<file path="src/rtl/id_decode_queue_if.sv">
// id_decode_queue_if
// Bundles the fetch-side and decode-side handshakes of id_decode_queue.
//   slave  modport: the queue (accepts in_*, presents out_*)
//   master modport: the producer/consumer around it (fetch + downstream)
// Handshake rule (both sides): a transfer happens on a rising clock edge
// where valid && ready are both high; the sender holds its payload stable
// while valid && !ready, and ready never depends combinationally on valid.
// Signals:
//   in_valid / in_ready / in_instr[31:0] / in_pc[PC_W-1:0]   fetch side
//   out_valid / out_ready / out_instr[31:0] / out_pc[PC_W-1:0]
//   out_ctrl[16:0] / out_delayslot                             decode side
interface id_decode_queue_if #(
  parameter int PC_W = 32
);
  logic            in_valid;
  logic            in_ready;
  logic [31:0]     in_instr;
  logic [PC_W-1:0] in_pc;
  logic            out_valid;
  logic            out_ready;
  logic [31:0]     out_instr;
  logic [PC_W-1:0] out_pc;
  logic [16:0]     out_ctrl;
  logic            out_delayslot;

  modport slave (
    input  in_valid, in_instr, in_pc, out_ready,
    output in_ready, out_valid, out_instr, out_pc, out_ctrl, out_delayslot
  );

  modport master (
    output in_valid, in_instr, in_pc, out_ready,
    input  in_ready, out_valid, out_instr, out_pc, out_ctrl, out_delayslot
  );
endinterface

</file>
<file path="src/rtl/id_decode_queue.sv">
// id_decode_queue
// Buffered main-decode stage: instructions are decoded into a 17-bit control
// word as they are enqueued and held in a DEPTH-entry FIFO in front of ID/EX.
// Each entry is tagged with whether it sits in a branch delay slot.
// Ports:
//   clk, rst    clock, synchronous active-high reset
//   flush       discard all entries and the delay-slot state
//   bus         id_decode_queue_if.slave (in_* handshake, out_* head entry)
//   count       occupancy, 0..DEPTH
// Optional feature: define CP0_INSN_EN to decode ERET/MTC0/MFC0; without it
// every COP0 encoding is a reserved instruction and ctrl[2:0] stay zero.
// out_ctrl, MSB->LSB: memwrite regwrite regdst alusrc branch memtoreg jump
//   jal jr bal hilo_en break syscall reserve eret mtc0_we mfc0
module id_decode_queue #(
  parameter int DEPTH = 2,
  parameter int PC_W  = 32
) (
  input  logic                       clk,
  input  logic                       rst,
  input  logic                       flush,
  id_decode_queue_if.slave           bus,
  output logic [$clog2(DEPTH+1)-1:0] count
);
  localparam int AW = (DEPTH > 1) ? $clog2(DEPTH) : 1;
  localparam int CW = $clog2(DEPTH+1);

  localparam logic [16:0] C_IMM   = 17'h0A000;
  localparam logic [16:0] C_LOAD  = 17'h0A800;
  localparam logic [16:0] C_STORE = 17'h12000;
  localparam logic [16:0] C_J     = 17'h00400;
  localparam logic [16:0] C_JAL   = 17'h08200;
  localparam logic [16:0] C_BR    = 17'h01000;
  localparam logic [16:0] C_BAL   = 17'h09080;
  localparam logic [16:0] C_ALU   = 17'h0C000;
  localparam logic [16:0] C_HILO  = 17'h00040;
  localparam logic [16:0] C_JR    = 17'h00100;
  localparam logic [16:0] C_JALR  = 17'h0C100;
  localparam logic [16:0] C_SYS   = 17'h00010;
  localparam logic [16:0] C_BRK   = 17'h00020;
  localparam logic [16:0] C_RSV   = 17'h00008;

  function automatic logic [16:0] decode(input logic [31:0] i);
    logic [5:0]  op;
    logic [5:0]  fn;
    logic [4:0]  rs;
    logic [4:0]  rt;
    logic [16:0] d;
    op = i[31:26];
    fn = i[5:0];
    rs = i[25:21];
    rt = i[20:16];
    d  = C_RSV;
    case (op)
      6'h00: begin
        case (fn)
          6'h00, 6'h02, 6'h03, 6'h04, 6'h06, 6'h07,
          6'h20, 6'h21, 6'h22, 6'h23, 6'h24, 6'h25, 6'h26, 6'h27,
          6'h2A, 6'h2B, 6'h10, 6'h12:               d = C_ALU;
          6'h11, 6'h13, 6'h18, 6'h19, 6'h1A, 6'h1B: d = C_HILO;
          6'h08:                                    d = C_JR;
          6'h09:                                    d = C_JALR;
          6'h0C:                                    d = C_SYS;
          6'h0D:                                    d = C_BRK;
          default:                                  d = C_RSV;
        endcase
      end
      6'h01: begin
        case (rt)
          5'h00, 5'h01: d = C_BR;
          5'h10, 5'h11: d = C_BAL;
          default:      d = C_RSV;
        endcase
      end
      6'h02:                             d = C_J;
      6'h03:                             d = C_JAL;
      6'h04, 6'h05, 6'h06, 6'h07:        d = C_BR;
      6'h08, 6'h09, 6'h0A, 6'h0B,
      6'h0C, 6'h0D, 6'h0E, 6'h0F:        d = C_IMM;
      6'h20, 6'h21, 6'h23, 6'h24, 6'h25: d = C_LOAD;
      6'h28, 6'h29, 6'h2B:               d = C_STORE;
`ifdef CP0_INSN_EN
      6'h10: begin
        if (i == 32'h42000018)                     d = 17'h00004;
        else if (rs == 5'h04 && i[10:3] == 8'h00) d = 17'h00002;
        else if (rs == 5'h00 && i[10:3] == 8'h00) d = 17'h08001;
        else                                       d = C_RSV;
      end
`endif
      default: d = C_RSV;
    endcase
    return d;
  endfunction

  logic [31:0]     mem_instr [DEPTH];
  logic [PC_W-1:0] mem_pc    [DEPTH];
  logic [16:0]     mem_ctrl  [DEPTH];
  logic            mem_ds    [DEPTH];

  logic [AW-1:0] wptr;
  logic [AW-1:0] rptr;
  logic [CW-1:0] count_r;
  logic          ds;
  logic          full;
  logic          empty;
  logic          push;
  logic          pop;
  logic [16:0]   in_ctrl;
  logic          in_is_cti;

  assign full      = (count_r == CW'(DEPTH));
  assign empty     = (count_r == '0);
  assign push      = bus.in_valid && !full && !flush;
  assign pop       = !empty && bus.out_ready && !flush;
  assign in_ctrl   = decode(bus.in_instr);
  // Any control transfer (branch, jump, jal, jr, bal) makes the next
  // enqueued instruction its delay slot.
  assign in_is_cti = in_ctrl[12] | in_ctrl[10] | in_ctrl[9] | in_ctrl[8] | in_ctrl[7];

  always_ff @(posedge clk) begin
    if (rst) begin
      wptr    <= '0;
      rptr    <= '0;
      count_r <= '0;
      ds      <= 1'b0;
      for (int k = 0; k < DEPTH; k++) begin
        mem_instr[k] <= '0;
        mem_pc[k]    <= '0;
        mem_ctrl[k]  <= '0;
        mem_ds[k]    <= 1'b0;
      end
    end else if (flush) begin
      // Storage is left alone: consumers qualify out_* with out_valid.
      wptr    <= '0;
      rptr    <= '0;
      count_r <= '0;
      ds      <= 1'b0;
    end else begin
      if (push) begin
        mem_instr[wptr] <= bus.in_instr;
        mem_pc[wptr]    <= bus.in_pc;
        mem_ctrl[wptr]  <= in_ctrl;
        mem_ds[wptr]    <= ds;
        ds              <= in_is_cti;
        wptr            <= wptr + AW'(1);
      end
      if (pop) begin
        rptr <= rptr + AW'(1);
      end
      case ({push, pop})
        2'b10:   count_r <= count_r + CW'(1);
        2'b01:   count_r <= count_r - CW'(1);
        default: count_r <= count_r;
      endcase
    end
  end

  assign bus.in_ready      = !full;
  assign bus.out_valid     = !empty;
  assign bus.out_instr     = mem_instr[rptr];
  assign bus.out_pc        = mem_pc[rptr];
  assign bus.out_ctrl      = mem_ctrl[rptr];
  assign bus.out_delayslot = mem_ds[rptr];
  assign count             = count_r;
endmodule

</file>
<file path="src/flat_wrapper.sv">
// flat-port wrapper written by rule: the top's interface ports become plain ports
module id_decode_queue_flat 
#(
  parameter int DEPTH = 2,
  parameter int PC_W  = 32
)
  (clk, rst, flush, count, bus_in_valid, bus_in_instr, bus_in_pc, bus_out_ready, bus_in_ready, bus_out_valid, bus_out_instr, bus_out_pc, bus_out_ctrl, bus_out_delayslot);
  id_decode_queue_if #(.PC_W(PC_W)) bus_i ();
  input  logic clk;
  input  logic rst;
  input  logic flush;
  output logic [$clog2(DEPTH+1)-1:0] count;
  input wire logic [$bits(bus_i.in_valid)-1:0] bus_in_valid;
  input wire logic [$bits(bus_i.in_instr)-1:0] bus_in_instr;
  input wire logic [$bits(bus_i.in_pc)-1:0] bus_in_pc;
  input wire logic [$bits(bus_i.out_ready)-1:0] bus_out_ready;
  output wire logic [$bits(bus_i.in_ready)-1:0] bus_in_ready;
  output wire logic [$bits(bus_i.out_valid)-1:0] bus_out_valid;
  output wire logic [$bits(bus_i.out_instr)-1:0] bus_out_instr;
  output wire logic [$bits(bus_i.out_pc)-1:0] bus_out_pc;
  output wire logic [$bits(bus_i.out_ctrl)-1:0] bus_out_ctrl;
  output wire logic [$bits(bus_i.out_delayslot)-1:0] bus_out_delayslot;
  assign bus_i.in_valid = bus_in_valid;
  assign bus_i.in_instr = bus_in_instr;
  assign bus_i.in_pc = bus_in_pc;
  assign bus_i.out_ready = bus_out_ready;
  assign bus_in_ready = bus_i.in_ready;
  assign bus_out_valid = bus_i.out_valid;
  assign bus_out_instr = bus_i.out_instr;
  assign bus_out_pc = bus_i.out_pc;
  assign bus_out_ctrl = bus_i.out_ctrl;
  assign bus_out_delayslot = bus_i.out_delayslot;
  id_decode_queue #(.DEPTH(DEPTH), .PC_W(PC_W)) u_core (.clk(clk), .rst(rst), .flush(flush), .bus(bus_i), .count(count));
endmodule
</file>
<file path="config.mk">
export PLATFORM = sky130hd
export DESIGN_NAME = id_decode_queue_flat
export DESIGN_NICKNAME = d
export VERILOG_FILES = /design/src/rtl/id_decode_queue_if.sv /design/src/rtl/id_decode_queue.sv /design/src/flat_wrapper.sv
export SDC_FILE = /design/constraint.sdc
export NUM_CORES = 1
export LEC_CHECK = 0
export ABC_AREA = 1
export CORE_MARGIN = 8
export CORE_UTILIZATION = 40
export CTS_BUF_LIST = sky130_fd_sc_hd__clkbuf_2 sky130_fd_sc_hd__clkbuf_4 sky130_fd_sc_hd__clkbuf_8
export DETAILED_ROUTE_END_ITERATION = 10
export PLACE_DENSITY = 0.72
export SLEW_MARGIN = 15
export SYNTH_ARGS = -nofsm -noshare
export SYNTH_HDL_FRONTEND = slang
export SYNTH_SLANG_ARGS = --single-unit
</file>
<file path="constraint.sdc">
create_clock -name clk -period 4.3 [get_ports clk]
set_input_delay 0.645 -clock clk [delete_from_list [all_inputs] [get_ports clk]]
set_output_delay 0.645 -clock clk [all_outputs]
set_load 0.02 [all_outputs]
</file>
==> flow_metrics.env, run 1 <==
export IMPL_grt_overflow_total=0
export IMPL_grt_pass1_vias=4591
export IMPL_port_buffers=151
export IMPL_clock_skew_final_ns=0.00943
export IMPL_antenna_found_initial=0
export IMPL_cts_root_buffer="clkbuf_8"
export IMPL_placed_area_sq_um=8930
export IMPL_fp_dieW_um=150
export IMPL_fp_dieH_um=150
export IMPL_clk_latency_ns=0.44
export IMPL_peakVddDrop_uv=174
export IMPL_syn_area_sq_um=7220
export IMPL_track_usage_pct=14.4
export IMPL_worst_ep_arrival_time_ns=2.60
export IMPL_diodes=0
export IMPL_min_path_type="reg2reg"
export IMPL_synthCells=590
export IMPL_dp_hpwl_um=10200
export IMPL_top_usage_layer="met2"
export IMPL_io_pins=155
export IMPL_p_leak_uw=0.00373
export IMPL_worst_path_max_fanout=79
export IMPL_yosys_warnings=0
export IMPL_cts_buffer_depth=2
export IMPL_stdcell_count=979
export IMPL_routed_wl_um=16200
export IMPL_cp_start_kind="flop"
export IMPL_finalCritPeriodShare_pct=75.4
export IMPL_slew_headroom_pct=25.0
export IMPL_fmax_ghz=0.308
export IMPL_syn_area_per_cell_sq_um=12.2
export IMPL_mostFrequentLayoutCells="nor2_1 (163), edfxtp_1 (158), clkdlybuf4s50_1 (151)"
export IMPL_syn_to_final_growth_pct=29.1
export IMPL_vias=4699
export IMPL_fin_crit_ns=3.24
export IMPL_firstDrtPassIters=7
export IMPL_clk_pin_slew_ns=0.09
export IMPL_dp_cells=947
export IMPL_mostFrequentLayoutCell="nor2_1"
export IMPL_setup_slack_ns=1.06
export IMPL_utilization_pct=52.2
export IMPL_drt_iter0_markers=305
export IMPL_grt_max_degree=80
export IMPL_cts_resized_gates=0
export IMPL_power_density_nw_per_um2=360
export IMPL_ys_types=25
export IMPL_slew_violations=0
export IMPL_gp_congestion=0.868
export IMPL_finalSetupViolCount=0
export IMPL_tightest_slew_ns=1.13
export IMPL_preCtsSetupSlack_ns=1.48
export IMPL_synth_seq_cells=164
export IMPL_viasPerCell=4.80
export IMPL_met1_usage_pct=18.2
export IMPL_htreeDepth=4
export IMPL_layout_nets=807
export IMPL_drive_gt1_share_pct=16.5
export IMPL_stdcell_area_sq_um=9320
export IMPL_dieArea_sq_um=22600
export IMPL_ant_nets=0
export IMPL_use_met3_pct=4.39
export IMPL_crit_type="reg2out"
export IMPL_outcome="finished clean"
export IMPL_cts_setup_buffers=0
export IMPL_cts_tree="built"
export IMPL_cts_sinks=164
export IMPL_wl_per_cell_um=16.5
export IMPL_drv_cap=0
export IMPL_rsz0062_at_grt="no"
export IMPL_end_kind="primary output"
export IMPL_holdBufCountCts=0
export IMPL_num_rows=49
export IMPL_grt_use_met2_pct=23.1
export IMPL_ys_seq_area_share_pct=67.4
export IMPL_initial_core_util_pct=40.5
export IMPL_hold_viol_final=0
export IMPL_r2r_start="u_core.count[0]$_SDFFE_PP0P_"
export IMPL_numCtsBuffers=17
export IMPL_grt_pass1_wl_um=24700
export IMPL_cp_required_ns=3.65
export IMPL_core_area_sq_um=17800
export IMPL_hold_start="u_core.rptr$_SDFFE_PP0P_"
export IMPL_tns_ns=0
export IMPL_drc=0
stage by stage:
stage / power, uW / hold slack, ns
global route: 3480 / 0.529
detailed placement: 2310 / 0.472
global placement: 2300 / 0.459
floorplan: 2090 / 0.447
CTS: 3390 / 0.485
finish: 3360 / 0.482
cells by family (layout without fill, tap and decap cells):
logic type / Yosys count / after routing / synth area share [%]
multiplexers: 79 / 79 / 12.3
flip-flops: 164 / 164 / 67.4
buffers and inverters: 108 / 266 / 6.38
adder cells (fa/ha/maj): 1 / 1 / 0.173
AO/OA/AOI/OAI: 19 / 19 / 1.35
AND/OR/NAND/NOR: 218 / 218 / 12.3
other: 1 / 3 / 0.0520
power by group:
part	total (uW)	leakage [uW]	internal, uW	switching [uW]
sequential	1850	0.00171	1830	23.6
clock	1090	0.000181	518	574
combinational	413	0.00184	198	215
total	3360	0.00373	2540	813
path summary, 6_finish.rpt:
check / end / slack, ns / cells after the start
min reg2reg: flop / 0.48 / 2
max: bus_out_instr[17] / 1.06 / 2
min: flop / 0.48 / 2
max reg2reg: u_core.mem_pc[0][11]$_SDFFCE_PN0P_ / 2.20 / 6
Yosys cell counts:
library cell  instances  area share, %
nor2_2                2           0.17
buf_4                 3           0.31
conb_1                1          0.052
buf_2                17            1.2
a21oi_1              11           0.76
and2_1                1          0.087
nand2_2               2           0.17
nand3_1              10           0.69
nand3b_4              1           0.28
nor2_4                1           0.16
nor4_1                1          0.087
nor3_1                2           0.14
ha_1                  1           0.17
buf_6                 3           0.47
o31ai_1               1           0.10
dfxtp_1               6            1.7
inv_1                79            4.1
mux2_2               79             12
nor2_1              163            8.5
nand4_1               7           0.61
edfxtp_1            158             66
o21ai_0               7           0.49
clkbuf_1              5           0.26
inv_2                 1          0.052
nand2_1              28            1.5
critical path, stage by stage (launching register included):
cell and delay, ns:
dfxtp_4 1.09, mux2_2 0.46, clkdlybuf4s50_1 0.55
registers in the layout (all words and copies together), names as in the netlist, named ones only:
signal	flops
u_core.mem_instr	64
u_core.mem_pc	64
u_core.mem_ds	2
u_core.wptr	1
u_core.ds	1
u_core.count	2
u_core.rptr	1
u_core.mem_ctrl	28
layout make-up:
| cell class | count | area, sq um |
|---|---|---|
| Multi-Input combinational cell | 320 | 1920 |
| Timing Repair Buffer | 154 | 1560 |
| Inverter | 80 | 300 |
| Fill cell | 1523 | 8520 |
| Tap cell | 229 | 287 |
| Sequential cell | 164 | 4870 |
| Clock inverter | 15 | 155 |
| Clock buffer | 17 | 234 |
metal layers:
| layer | wire, um | vias to the layer above |
|---|---|---|
| met5 | 0 | - |
| met4 | 173 | 0 |
| met3 | 1470 | 15 |
| met2 | 7740 | 182 |
| met1 | 6770 | 2240 |
| li1 | - | 2262 |
Power figures use the tool's default switching activity.
==> run 2: changes to the inputs <==
==> constraint.sdc (replaced) <==
create_clock -name clk -period 3.4 [get_ports clk]
set_input_delay 0.51 -clock clk [delete_from_list [all_inputs] [get_ports clk]]
set_output_delay 0.51 -clock clk [all_outputs]
set_load 0.02 [all_outputs]
==> run 2 against run 1 <==
Net effect:
- non-clock buffer count increased by 7
- clock power increased by 15%
- sequential share of layout area decreased by 0.26 points
- routed wire length decreased by 0.71%
- largest power group unchanged
- highest routed layer unchanged
==> flow_metrics.env, run 2 (same netlist as run 1, synthesis figures left out) <==
export IMPL_outcome="finished clean"
export IMPL_cts_resized_gates=0
export IMPL_clk_pin_slew_ns=0.08
export IMPL_cts_setup_buffers=0
export IMPL_peakVddDrop_uv=223
export IMPL_ff2ff_setup_slack_ns=1.47
export IMPL_power_density_nw_per_um2=441
export IMPL_diodes=0
export IMPL_mostFrequentLayoutCells="nor2_1 (163), edfxtp_1 (158), clkdlybuf4s50_1 (151)"
export IMPL_htreeDepth=4
export IMPL_report_power_total_uw=4130
export IMPL_port_buffers=151
export IMPL_core_area_sq_um=17800
export IMPL_tns_ns=0
export IMPL_fp_dieH_um=150
export IMPL_grt_pass1_vias=4884
export IMPL_clk_latency_ns=0.44
export IMPL_syn_to_final_growth_pct=29.7
export IMPL_cts_sinks=164
export IMPL_fill_cells=1566
export IMPL_top_usage_layer="met2"
export IMPL_ant_nets=0
export IMPL_grt_overflow_total=0
export IMPL_grt_max_degree=79
export IMPL_num_rows=49
export IMPL_layout_nets=814
export IMPL_viasPerCell=4.72
export IMPL_preCtsSetupSlack_ns=0.843
export IMPL_fmax_ghz=0.340
export IMPL_rsz0062_at_grt="no"
export IMPL_io_pins=155
export IMPL_grt_pass1_wl_um=25100
export IMPL_fp_dieW_um=150
export IMPL_holdBufCountCts=0
export IMPL_gp_congestion=0.823
export IMPL_end_kind="primary output"
export IMPL_setup_slack_ns=0.459
export IMPL_reg_top3="u_core.mem_instr (64), u_core.mem_pc (64), u_core.mem_ctrl (28)"
export IMPL_slew_headroom_pct=40.1
export IMPL_cts_root_buffer="clkbuf_8"
export IMPL_drc=0
export IMPL_vias=4654
export IMPL_routed_wl_um=16000
export IMPL_hold_viol_final=0
export IMPL_cts_tree="built"
export IMPL_cts_buffer_depth=2
export IMPL_cp_start_kind="flop"
export IMPL_worst_path_max_fanout=35
export IMPL_track_usage_pct=14.6
export IMPL_dp_hpwl_um=11000
export IMPL_cp_required_ns=2.89
export IMPL_use_met3_pct=5.20
export IMPL_antenna_found_initial=0
export IMPL_grt_use_met2_pct=24.1
export IMPL_clock_skew_final_ns=0.00743
export IMPL_fin_crit_ns=2.94
export IMPL_firstDrtPassIters=4
export IMPL_drive_gt1_share_pct=16.8
export IMPL_min_path_type="reg2reg"
export IMPL_initial_core_util_pct=40.5
export IMPL_tightest_slew_ns=0.899
export IMPL_finalCritPeriodShare_pct=86.5
export IMPL_worst_ep_arrival_time_ns=2.43
export IMPL_numCtsBuffers=17
export IMPL_drv_cap=0
export IMPL_wl_per_cell_um=16.3
export IMPL_finalSetupViolCount=0
export IMPL_slew_violations=0
export IMPL_dieArea_sq_um=22600
export IMPL_crit_type="reg2out"
export IMPL_drt_iter0_markers=219
export IMPL_met1_usage_pct=17.5
export IMPL_p_leak_uw=0.00377
export IMPL_mostFrequentLayoutCell="nor2_1"
==> run 2: cell types whose count changed in the layout (fill, tap and decap cells not counted), sizes merged <==
cell      delta
clkbuf       +3
buf          +7
bufinv       -1
clkinv       +5
inv          -4
clkinvlp     -4
==> run 2: metal layers <==
metal / routed length, um / share of wire (%) / up-vias
met4: 85 / 0.53 / 0
met1: 6560 / 41 / 2254
met5: 0 / 0 / -
met3: 1300 / 8.1 / 9
met2: 8090 / 50 / 116
li1: - / - / 2275
==> run 2: worst max-delay path: stages, from the launching register on <==
cell,delay [ns]
dfxtp_4,0.70
buf_4,0.36
mux2_2,0.37
clkdlybuf4s50_1,0.54
==> run 2: power breakdown <==
part	switching, uW	total (uW)	internal (uW)
Combinational	277	536	258
Sequential	25.6	2340	2310
Clock	667	1250	588
Total	969	4130	3160
==> run 2: area by class of cell <==
| cell class | instances | area, sq um | share of cell area (%) |
|---|---|---|---|
| sequential | 164 | 4870 | 52.0 |
| multi-input combinational | 320 | 1920 | 20.5 |
| timing repair buffer | 161 | 1650 | 17.6 |
| inverter | 80 | 300 | 3.21 |
| tap | 229 | 287 | 3.06 |
| clock buffer | 20 | 256 | 2.74 |
| clock inverter | 11 | 88.8 | 0.949 |
==> run 2: through the flow <==
stage | hold slack, ns | util (%) | cell area [sq um] | std cells
floorplan | 0.447 | - | 7230 | 592
global placement | 0.464 | 50.6 | 9020 | 954
detailed placement | 0.467 | 50.6 | 9020 | 954
CTS | 0.481 | 52.5 | 9370 | 985
global route | 0.513 | 52.5 | 9370 | 985
finish | 0.482 | 52.5 | 9370 | 985
==> run 2: final timing paths <==
path / cells after the start / from / endpoint
min reg2reg: 2 / u_core.rptr$_SDFFE_PP0P_ / u_core.rptr$_SDFFE_PP0P_
max: 3 / flop / bus_out_instr[17]
min: 2 / u_core.rptr$_SDFFE_PP0P_ / u_core.rptr$_SDFFE_PP0P_
max reg2reg: 7 / u_core.count[0]$_SDFFE_PP0P_ / u_core.mem_ctrl[1][13]$_SDFFCE_PN0P_
